## src/rtl/rv32i_types.sv

```systemverilog
// Shared RV32 datapath types, extended for the multi-cycle MUL/DIV unit.
//
// Contents:
//   muldiv_op_t     funct3 encoding of the eight RV32M operations.
//   muldiv_state_t  states of the MUL/DIV unit sequencer.
//   muldiv_req_t    request bundle {op, a, b, tag} at the core's native width.
//   MULDIV_*_FILL   fill bits for the divide-by-zero quotient and the signed
//                   overflow remainder; replicate to any operand width.
package rv32i_types;

  localparam int RV_XLEN  = 32;
  localparam int RV_TAG_W = 5;

  typedef enum logic [2:0] {
    OP_MUL    = 3'b000,
    OP_MULH   = 3'b001,
    OP_MULHSU = 3'b010,
    OP_MULHU  = 3'b011,
    OP_DIV    = 3'b100,
    OP_DIVU   = 3'b101,
    OP_REM    = 3'b110,
    OP_REMU   = 3'b111
  } muldiv_op_t;

  typedef enum logic [2:0] {
    ST_IDLE = 3'd0,
    ST_MUL  = 3'd1,
    ST_DIV  = 3'd2,
    ST_FIX  = 3'd3,
    ST_DONE = 3'd4
  } muldiv_state_t;

  typedef struct packed {
    muldiv_op_t            op;
    logic [RV_XLEN-1:0]    a;
    logic [RV_XLEN-1:0]    b;
    logic [RV_TAG_W-1:0]   tag;
  } muldiv_req_t;

  // Divide by zero: quotient is all ones, remainder is the dividend.
  localparam logic MULDIV_DIVZ_Q_FILL = 1'b1;
  // Signed overflow (MIN / -1): quotient is the dividend, remainder is zero.
  localparam logic MULDIV_OVF_R_FILL  = 1'b0;

  // Native-width patterns for consumers that work at RV_XLEN.
  localparam logic [RV_XLEN-1:0] MULDIV_DIVZ_QUOT = {RV_XLEN{MULDIV_DIVZ_Q_FILL}};
  localparam logic [RV_XLEN-1:0] MULDIV_OVF_REM   = {RV_XLEN{MULDIV_OVF_R_FILL}};

endpackage

```

## src/rtl/muldiv_div_iter.sv

```systemverilog
// Iterative restoring divider core for the MUL/DIV unit.
//
// Works on unsigned magnitudes and produces one quotient bit per cycle for
// XLEN cycles after start. Sign flags captured at start are applied to the
// quotient/remainder outputs combinationally, so the caller can sample the
// corrected result the cycle after 'last'.
//
// Ports:
//   clk, rst    clock and synchronous active-high reset
//   start       load dividend/divisor magnitudes and sign flags, begin
//   abort       stop iterating (counter cleared); has priority over start
//   dividend    |a|
//   divisor     |b| (non-zero; zero is handled by the caller)
//   neg_quot    negate the quotient on output
//   neg_rem     negate the remainder on output
//   last        high during the final iteration cycle
//   quotient    sign-corrected quotient
//   remainder   sign-corrected remainder
module muldiv_div_iter #(
  parameter int XLEN = 32
) (
  input  logic            clk,
  input  logic            rst,
  input  logic            start,
  input  logic            abort,
  input  logic [XLEN-1:0] dividend,
  input  logic [XLEN-1:0] divisor,
  input  logic            neg_quot,
  input  logic            neg_rem,
  output logic            last,
  output logic [XLEN-1:0] quotient,
  output logic [XLEN-1:0] remainder
);

  localparam int CNT_W = $clog2(XLEN + 1);

  logic [XLEN-1:0]  quo_reg, quo_next;
  logic [XLEN-1:0]  rem_reg, rem_next;
  logic [XLEN-1:0]  dvs_reg, dvs_next;
  logic [CNT_W-1:0] cnt_reg, cnt_next;
  logic             neg_q_reg, neg_q_next;
  logic             neg_r_reg, neg_r_next;

  logic [XLEN:0]    shifted;
  logic [XLEN:0]    trial;

  always_comb begin
    quo_next   = quo_reg;
    rem_next   = rem_reg;
    dvs_next   = dvs_reg;
    cnt_next   = cnt_reg;
    neg_q_next = neg_q_reg;
    neg_r_next = neg_r_reg;

    // Partial remainder shifted left with the next dividend bit brought in
    // from the top of the quotient register (dividend shifts out as quotient
    // bits shift in).
    shifted = {rem_reg, quo_reg[XLEN-1]};
    // Since rem < divisor, shifted < 2*divisor: bit XLEN of the trial
    // difference is set exactly when the subtraction would go negative.
    trial   = shifted - {1'b0, dvs_reg};

    if (abort) begin
      cnt_next = '0;
    end else if (start) begin
      quo_next   = dividend;
      rem_next   = '0;
      dvs_next   = divisor;
      cnt_next   = CNT_W'(XLEN);
      neg_q_next = neg_quot;
      neg_r_next = neg_rem;
    end else if (cnt_reg != '0) begin
      if (!trial[XLEN]) begin
        rem_next = trial[XLEN-1:0];
        quo_next = {quo_reg[XLEN-2:0], 1'b1};
      end else begin
        rem_next = shifted[XLEN-1:0];
        quo_next = {quo_reg[XLEN-2:0], 1'b0};
      end
      cnt_next = cnt_reg - CNT_W'(1);
    end
  end

  always_ff @(posedge clk) begin
    if (rst) begin
      quo_reg   <= '0;
      rem_reg   <= '0;
      dvs_reg   <= '0;
      cnt_reg   <= '0;
      neg_q_reg <= 1'b0;
      neg_r_reg <= 1'b0;
    end else begin
      quo_reg   <= quo_next;
      rem_reg   <= rem_next;
      dvs_reg   <= dvs_next;
      cnt_reg   <= cnt_next;
      neg_q_reg <= neg_q_next;
      neg_r_reg <= neg_r_next;
    end
  end

  assign last      = (cnt_reg == CNT_W'(1));
  assign quotient  = neg_q_reg ? -quo_reg : quo_reg;
  assign remainder = neg_r_reg ? -rem_reg : rem_reg;

endmodule

```

## src/rtl/ex_muldiv_unit.sv

```systemverilog
// Multi-cycle RV32M functional unit for the EX stage.
//
// Accepts one MUL/DIV-class operation over a valid/ready handshake, holds
// busy high while working, and returns result + destination tag over a second
// valid/ready handshake. Multiplies take MUL_CYCLES cycles in MUL; divides run
// an XLEN-cycle restoring divider followed by one sign-fix cycle. Divide by
// zero and signed overflow finish straight from IDLE.
//
// Build option: MULDIV_EARLY_OUT_EN -- when defined, divides with
// |a| < |b| (b != 0) also finish straight from IDLE (quotient 0, remainder a).
//
// Ports:
//   clk, rst     clock and synchronous active-high reset
//   req_valid    operation offered
//   req_ready    unit can accept (IDLE and no flush)
//   req_op       funct3 operation code
//   req_a/req_b  rs1 / rs2 operand values
//   req_tag      destination register tag
//   flush        kill any in-flight operation
//   resp_valid   result available (DONE)
//   resp_ready   consumer takes the result
//   resp_data    result value
//   resp_tag     tag of the result
//   busy         unit not idle; stalls EX
module ex_muldiv_unit
  import rv32i_types::*;
#(
  parameter int XLEN       = 32,
  parameter int MUL_CYCLES = 2,
  parameter int TAG_W      = 5
) (
  input  logic             clk,
  input  logic             rst,
  input  logic             req_valid,
  output logic             req_ready,
  input  logic [2:0]       req_op,
  input  logic [XLEN-1:0]  req_a,
  input  logic [XLEN-1:0]  req_b,
  input  logic [TAG_W-1:0] req_tag,
  input  logic             flush,
  output logic             resp_valid,
  input  logic             resp_ready,
  output logic [XLEN-1:0]  resp_data,
  output logic [TAG_W-1:0] resp_tag,
  output logic             busy
);

  localparam int MCNT_W = $clog2(MUL_CYCLES + 1);

  muldiv_state_t     state_reg, state_next;
  muldiv_op_t        op_reg, op_next;
  logic [XLEN-1:0]   a_reg, a_next;
  logic [XLEN-1:0]   b_reg, b_next;
  logic [TAG_W-1:0]  tag_reg, tag_next;
  logic [XLEN-1:0]   data_reg, data_next;
  logic [MCNT_W-1:0] mcnt_reg, mcnt_next;

  // ---------------------------------------------------------------------
  // Request decode (evaluated on the live request inputs at acceptance)
  // ---------------------------------------------------------------------
  muldiv_op_t      req_op_e;
  logic            div_signed;
  logic            a_neg, b_neg;
  logic [XLEN-1:0] a_mag, b_mag;
  logic            div_by_zero, div_ovf, early_out, div_short;
  logic [XLEN-1:0] short_result;

  assign req_op_e    = muldiv_op_t'(req_op);
  assign div_signed  = (req_op_e == OP_DIV) || (req_op_e == OP_REM);
  assign a_neg       = div_signed && req_a[XLEN-1];
  assign b_neg       = div_signed && req_b[XLEN-1];
  assign a_mag       = a_neg ? -req_a : req_a;
  assign b_mag       = b_neg ? -req_b : req_b;
  assign div_by_zero = (req_b == '0);
  assign div_ovf     = div_signed && (req_a == {1'b1, {(XLEN-1){1'b0}}}) && (req_b == '1);

`ifdef MULDIV_EARLY_OUT_EN
  assign early_out = !div_by_zero && (a_mag < b_mag);
`else
  assign early_out = 1'b0;
`endif

  assign div_short = div_by_zero || div_ovf || early_out;

  // req_op[1] selects REM/REMU over DIV/DIVU.
  always_comb begin
    short_result = '0;
    if (div_by_zero) begin
      short_result = req_op[1] ? req_a : {XLEN{MULDIV_DIVZ_Q_FILL}};
    end else if (div_ovf) begin
      short_result = req_op[1] ? {XLEN{MULDIV_OVF_R_FILL}} : req_a;
    end else begin
      short_result = req_op[1] ? req_a : '0;
    end
  end

  // ---------------------------------------------------------------------
  // Multiplier: operands extended to 2*XLEN per op signedness; the product
  // settles while the MUL down-counter runs.
  // ---------------------------------------------------------------------
  logic              mul_a_signed, mul_b_signed;
  logic [2*XLEN-1:0] mul_ext_a, mul_ext_b, product;
  logic [XLEN-1:0]   mul_result;

  assign mul_a_signed = (op_reg == OP_MUL) || (op_reg == OP_MULH) || (op_reg == OP_MULHSU);
  assign mul_b_signed = (op_reg == OP_MUL) || (op_reg == OP_MULH);
  assign mul_ext_a    = {{XLEN{mul_a_signed && a_reg[XLEN-1]}}, a_reg};
  assign mul_ext_b    = {{XLEN{mul_b_signed && b_reg[XLEN-1]}}, b_reg};
  assign product      = mul_ext_a * mul_ext_b;
  assign mul_result   = (op_reg == OP_MUL) ? product[XLEN-1:0] : product[2*XLEN-1:XLEN];

  // ---------------------------------------------------------------------
  // Divider
  // ---------------------------------------------------------------------
  logic            div_start, div_last;
  logic [XLEN-1:0] div_quot, div_rem;

  muldiv_div_iter #(
    .XLEN(XLEN)
  ) u_div_iter (
    .clk       (clk),
    .rst       (rst),
    .start     (div_start),
    .abort     (flush),
    .dividend  (a_mag),
    .divisor   (b_mag),
    .neg_quot  (a_neg ^ b_neg),
    .neg_rem   (a_neg),
    .last      (div_last),
    .quotient  (div_quot),
    .remainder (div_rem)
  );

  // ---------------------------------------------------------------------
  // Sequencer
  // ---------------------------------------------------------------------
  assign busy       = (state_reg != ST_IDLE);
  assign req_ready  = (state_reg == ST_IDLE) && !flush;
  assign resp_valid = (state_reg == ST_DONE);
  assign resp_data  = data_reg;
  assign resp_tag   = tag_reg;

  always_comb begin
    state_next = state_reg;
    op_next    = op_reg;
    a_next     = a_reg;
    b_next     = b_reg;
    tag_next   = tag_reg;
    data_next  = data_reg;
    mcnt_next  = mcnt_reg;
    div_start  = 1'b0;

    case (state_reg)
      ST_IDLE: begin
        if (req_valid && req_ready) begin
          op_next  = req_op_e;
          a_next   = req_a;
          b_next   = req_b;
          tag_next = req_tag;
          if (!req_op[2]) begin
            state_next = ST_MUL;
            mcnt_next  = MCNT_W'(MUL_CYCLES);
          end else if (div_short) begin
            state_next = ST_DONE;
            data_next  = short_result;
          end else begin
            state_next = ST_DIV;
            div_start  = 1'b1;
          end
        end
      end
      ST_MUL: begin
        if (mcnt_reg == MCNT_W'(1)) begin
          state_next = ST_DONE;
          data_next  = mul_result;
          mcnt_next  = '0;
        end else begin
          mcnt_next = mcnt_reg - MCNT_W'(1);
        end
      end
      ST_DIV: begin
        if (div_last) begin
          state_next = ST_FIX;
        end
      end
      ST_FIX: begin
        // Divider outputs are already sign-corrected; capture the one asked for.
        state_next = ST_DONE;
        data_next  = op_reg[1] ? div_rem : div_quot;
      end
      ST_DONE: begin
        if (resp_valid && resp_ready) begin
          state_next = ST_IDLE;
        end
      end
      default: begin
        state_next = ST_IDLE;
      end
    endcase

    // Flush drops whatever is in flight; a DONE handshake in the same cycle
    // still completes since both lead to IDLE.
    if (flush && (state_reg != ST_IDLE)) begin
      state_next = ST_IDLE;
      mcnt_next  = '0;
    end
  end

  always_ff @(posedge clk) begin
    if (rst) begin
      state_reg <= ST_IDLE;
      op_reg    <= OP_MUL;
      a_reg     <= '0;
      b_reg     <= '0;
      tag_reg   <= '0;
      data_reg  <= '0;
      mcnt_reg  <= '0;
    end else begin
      state_reg <= state_next;
      op_reg    <= op_next;
      a_reg     <= a_next;
      b_reg     <= b_next;
      tag_reg   <= tag_next;
      data_reg  <= data_next;
      mcnt_reg  <= mcnt_next;
    end
  end

endmodule

```

## config.mk

```make
export PLATFORM = sky130hd
export DESIGN_NAME = ex_muldiv_unit
export DESIGN_NICKNAME = d
export VERILOG_FILES = /design/src/rtl/rv32i_types.sv /design/src/rtl/muldiv_div_iter.sv /design/src/rtl/ex_muldiv_unit.sv
export SDC_FILE = /design/constraint.sdc
export NUM_CORES = 2
export LEC_CHECK = 0
export ABC_AREA = 1
export CAP_MARGIN = 20
export CORE_ASPECT_RATIO = 1.2
export CORE_MARGIN = 1.5
export CORE_UTILIZATION = 58
export DETAILED_ROUTE_END_ITERATION = 12
export PLACE_DENSITY_LB_ADDON = 0.12
export RECOVER_POWER = 100
export SETUP_SLACK_MARGIN = 0.05
export SLEW_MARGIN = 10
export SYNTH_ARGS = -nofsm -noshare
export SYNTH_HDL_FRONTEND = slang
export SYNTH_SLANG_ARGS = --single-unit
export TNS_END_PERCENT = 1
```

## constraint.sdc

```tcl
create_clock -name clk -period 10.8 [get_ports clk]
set_input_delay 1.08 -clock clk [delete_from_list [all_inputs] [get_ports clk]]
set_output_delay 1.08 -clock clk [all_outputs]
set_load 0.1 [all_outputs]
```

==> impl_metrics.csv <==
group,metric,value,unit
worst_setup_path,cp.arrival,10.04,ns
worst_setup_path,cpMaxStageDelayCell,"nand2_1",
layout,finish.instance_area,0.0581,mm^2
hold_path,min_from,"resp_tag[2]",
synthesis,ys.flop_type,"dfxtp_1",
power,p_sw,7.07,mW
worst_setup_path,cp-start-kind,"flip-flop",
worst_setup_path,r2r-start,"op_reg[1]",
layout,nets,8914,
hold_path,hold_depth,2,
placement,place_area,0.0572,mm^2
worst_setup_path,end_kind,"flip-flop",
routing,vias,49500,
worst_setup_path,rr_worst_depth,30,
timing,max_slew.worst_pin.slew,4.07,ns
worst_setup_path,cp.required,11.31,ns
grt,grt_overflow,0,
hold_path,hold_path_class,"flip-flop to flip-flop",
worst_setup_path,r2r_setup_slack,1.27,ns
timing,post-route-period-util,0.882,
synthesis,async_flop_share,0,
grt,antenna_found_initial,15,
grt,grt_first_pass_wirelength,299000,um
power,p_sw_frac,0.621,
layout,area_growth,5.44,%
synthesis,netlist_area,0.0551,mm^2
placement,dp_hpwl,162000,um
floorplanning,die_area,0.0969,mm^2
floorplanning,die_x,284,um
clock_tree,tritoncts,"yes",
outcome,outcome,"finished, violations left",
power,peakVddDrop,0.616,mV
synthesis,synth_edf_count,0,
floorplanning,start_util,0.587,
clock_tree,cts_root_buffer,"clkbuf_16",
routing,first_pass_iters,7,
worst_setup_path,reg2reg_to,"resp_data[24]",
clock_tree,clk_pin_slew,0.07,ns
hold_path,hold-path-endpoint,"resp_tag[2]",
power,p_clk_frac,0.083,
clock_tree,htree_levels,1,
layout,drive_gt1_frac,0.0250,
layout,final_cell_mix,"inv_1 (1894), nand2_1 (1841), fa_1 (1126), nor2_1 (452), a21oi_1 (385)",
outcome,violations,"capacitance limit, slew limit",
routing,first_iter_violations,4344,
clock_tree,cts_buffer_depth,3,
placement,port-buffer-count,116,
grt,grt_pass1_vias,51100,
clock_tree,cts_setup_buffers,0,
floorplanning,rows,123,
timing,max-slew-margin-rel,-1.71,
clock_tree,cts.sinks,213,
floorplanning,die_y,341,um
floorplanning,core,0.0939,mm^2
run,drv_cap,6,
power,seqPwrFrac,0.113,
power,p_per_area,196,mW/mm^2
power,p_int,4.31,mW
routing,drcViolationCount,0,
layout,fillers,8834,
timing,rsz0062_at_grt,"false",
routing,wl_per_cell,22.3,um
clock_tree,postCtsHoldBufs,0,
synthesis,synth_warnings,0,
timing,finClkSkew,0.0487,ns
synthesis,syn_inst,7576,
worst_setup_path,path_class,"flip-flop to flip-flop",
synthesis,ys_seq_area_frac,0.0774,
synthesis,synth_seq_cells,213,
routing,via_per_inst,5.67,
synthesis,netlist-cell-type-count,49,
clock_tree,cts.repair.resized,0,
clock_tree,cts_buffers,26,
routing,wirelength,194000,um
floorplanning,ioPinCount,117,
timing,max_clock_freq,105,MHz
timing,finalHoldViolCount,0,
timing,slew_viol_final,338,
grt,track_usage,0.407,
power,combPwrFrac,0.804,
power,leakagePower,30.5,nW
clock_tree,insertion_delay,0.62,ns
timing,fin_crit,9.53,ns
synthesis,syn_avg_cell_area,7.27,um^2
grt,grt_max_degree,86,
worst_setup_path,crit_path_frequent_cell,"fa_1",
worst_setup_path,slowest_delay,0.61,ns
synthesis,syn_nets,9031,
worst_setup_path,path_max_fanout,26,
timing,tns,0,ns
timing,setup_violations,0,
routing,postRouteAntennaNets,0,
layout,layout_commonest_cell,"inv_1",
placement,gp_congestion,1.09,
[final cells by class]
cell class | count | area, um^2 | area share
Multi-Input combinational cell | 5082 | 42200 | 0.726
Clock buffer | 33 | 717 | 0.0123
Clock inverter | 13 | 161 | 0.00278
Antenna cell | 3 | 7.51 | 0.000129
Tap cell | 1250 | 1560 | 0.0269
Inverter | 1905 | 7150 | 0.123
Timing Repair Buffer | 231 | 2050 | 0.0353
Sequential cell | 213 | 4270 | 0.0735
[critical path, delay by kind of cell (launching register included)]
kind / cells / cell delay (ns)
DFF: 1 / 0.30
AOI/OAI and AO/OA: 1 / 0.15
adders and majority gates: 9 / 4.54
and+or+nand+nor: 10 / 2.16
buffers and inverters: 10 / 2.25
[how the worst max path moves through the flow]
| stage | from | endpoint | slack, ns |
|---|---|---|---|
| 2_1_floorplan | a_reg[31] | resp_data[23] | 3.06 |
| 3_3_place_gp | op_reg[1] | resp_data[24] | 1.68 |
| 3_5_place_dp | op_reg[1] | resp_data[24] | 1.67 |
| 4_1_cts | op_reg[1] | resp_data[24] | 1.64 |
| 5_1_grt | op_reg[1] | resp_data[28] | 0.70 |
| 6_report | op_reg[1] | resp_data[24] | 1.27 |
[per-layer routing]
metal | up-vias | track usage | share of wire
met5 | - | 0 | 0.00041
met4 | 14 | 0.207 | 0.064
met3 | 584 | 0.0688 | 0.088
met2 | 2268 | 0.697 | 0.48
met1 | 24600 | 0.497 | 0.37
li1 | 22000 | - | -
[metrics by stage]
| step | hold WS [ns] | power (mW) | std cells | util | setup WS [ns] |
|---|---|---|---|---|---|
| floorplan | 0.432 | 7.11 | 7576 | - | 3.06 |
| finish | 0.468 | 11.4 | 8730 | 0.619 | 1.27 |
| CTS | 0.469 | 11.3 | 8726 | 0.619 | 1.64 |
| detailed placement | 0.460 | 10.3 | 8680 | 0.610 | 1.67 |
| global route | 0.471 | 12.3 | 8727 | 0.619 | 0.698 |
| global placement | 0.452 | 10.2 | 8679 | 0.609 | 1.68 |
[cells by family after synthesis]
group                      count (synthesis)  synth area share
muxes                                     20           0.00363
DFF                                      213            0.0774
AOI/OAI and AO/OA                        856            0.0812
adders and majority gates               1378             0.466
xor gates and xnor gates                  91            0.0145
and+or+nand+nor                         2737             0.200
buffers and inverters                   2281             0.157
[Yosys cell counts, drive strengths merged (10+ instances only)]
master / count / area, um^2
inv: 1900 / 7130
dfxtp: 213 / 4260
or2: 10 / 62.6
xor2: 57 / 499
a31oi: 11 / 68.8
clkbuf: 328 / 1230
fa: 1126 / 22500
nand4: 52 / 332
a21o: 11 / 82.6
nor4: 13 / 87.6
mux2i: 20 / 200
o21bai: 26 / 195
nand3b: 10 / 75.1
ha: 252 / 3150
nand3: 296 / 1490
nor3: 51 / 265
a21oi: 385 / 1930
xnor2: 34 / 298
nor2: 458 / 1750
buf: 48 / 267
nand2: 1845 / 6950
o21ai: 395 / 1990
[power by group through the flow]
stage / registers, mW / clock network, mW / logic, mW
after floorplan: 1.25 / 0 / 5.86
after global placement: 1.28 / 0 / 8.95
after detailed placement: 1.28 / 0 / 9.02
after CTS: 1.27 / 0.949 / 9.08
after global routing: 1.28 / 0.975 / 10.0
final: 1.28 / 0.945 / 9.15
Power figures use the tool's default switching activity.
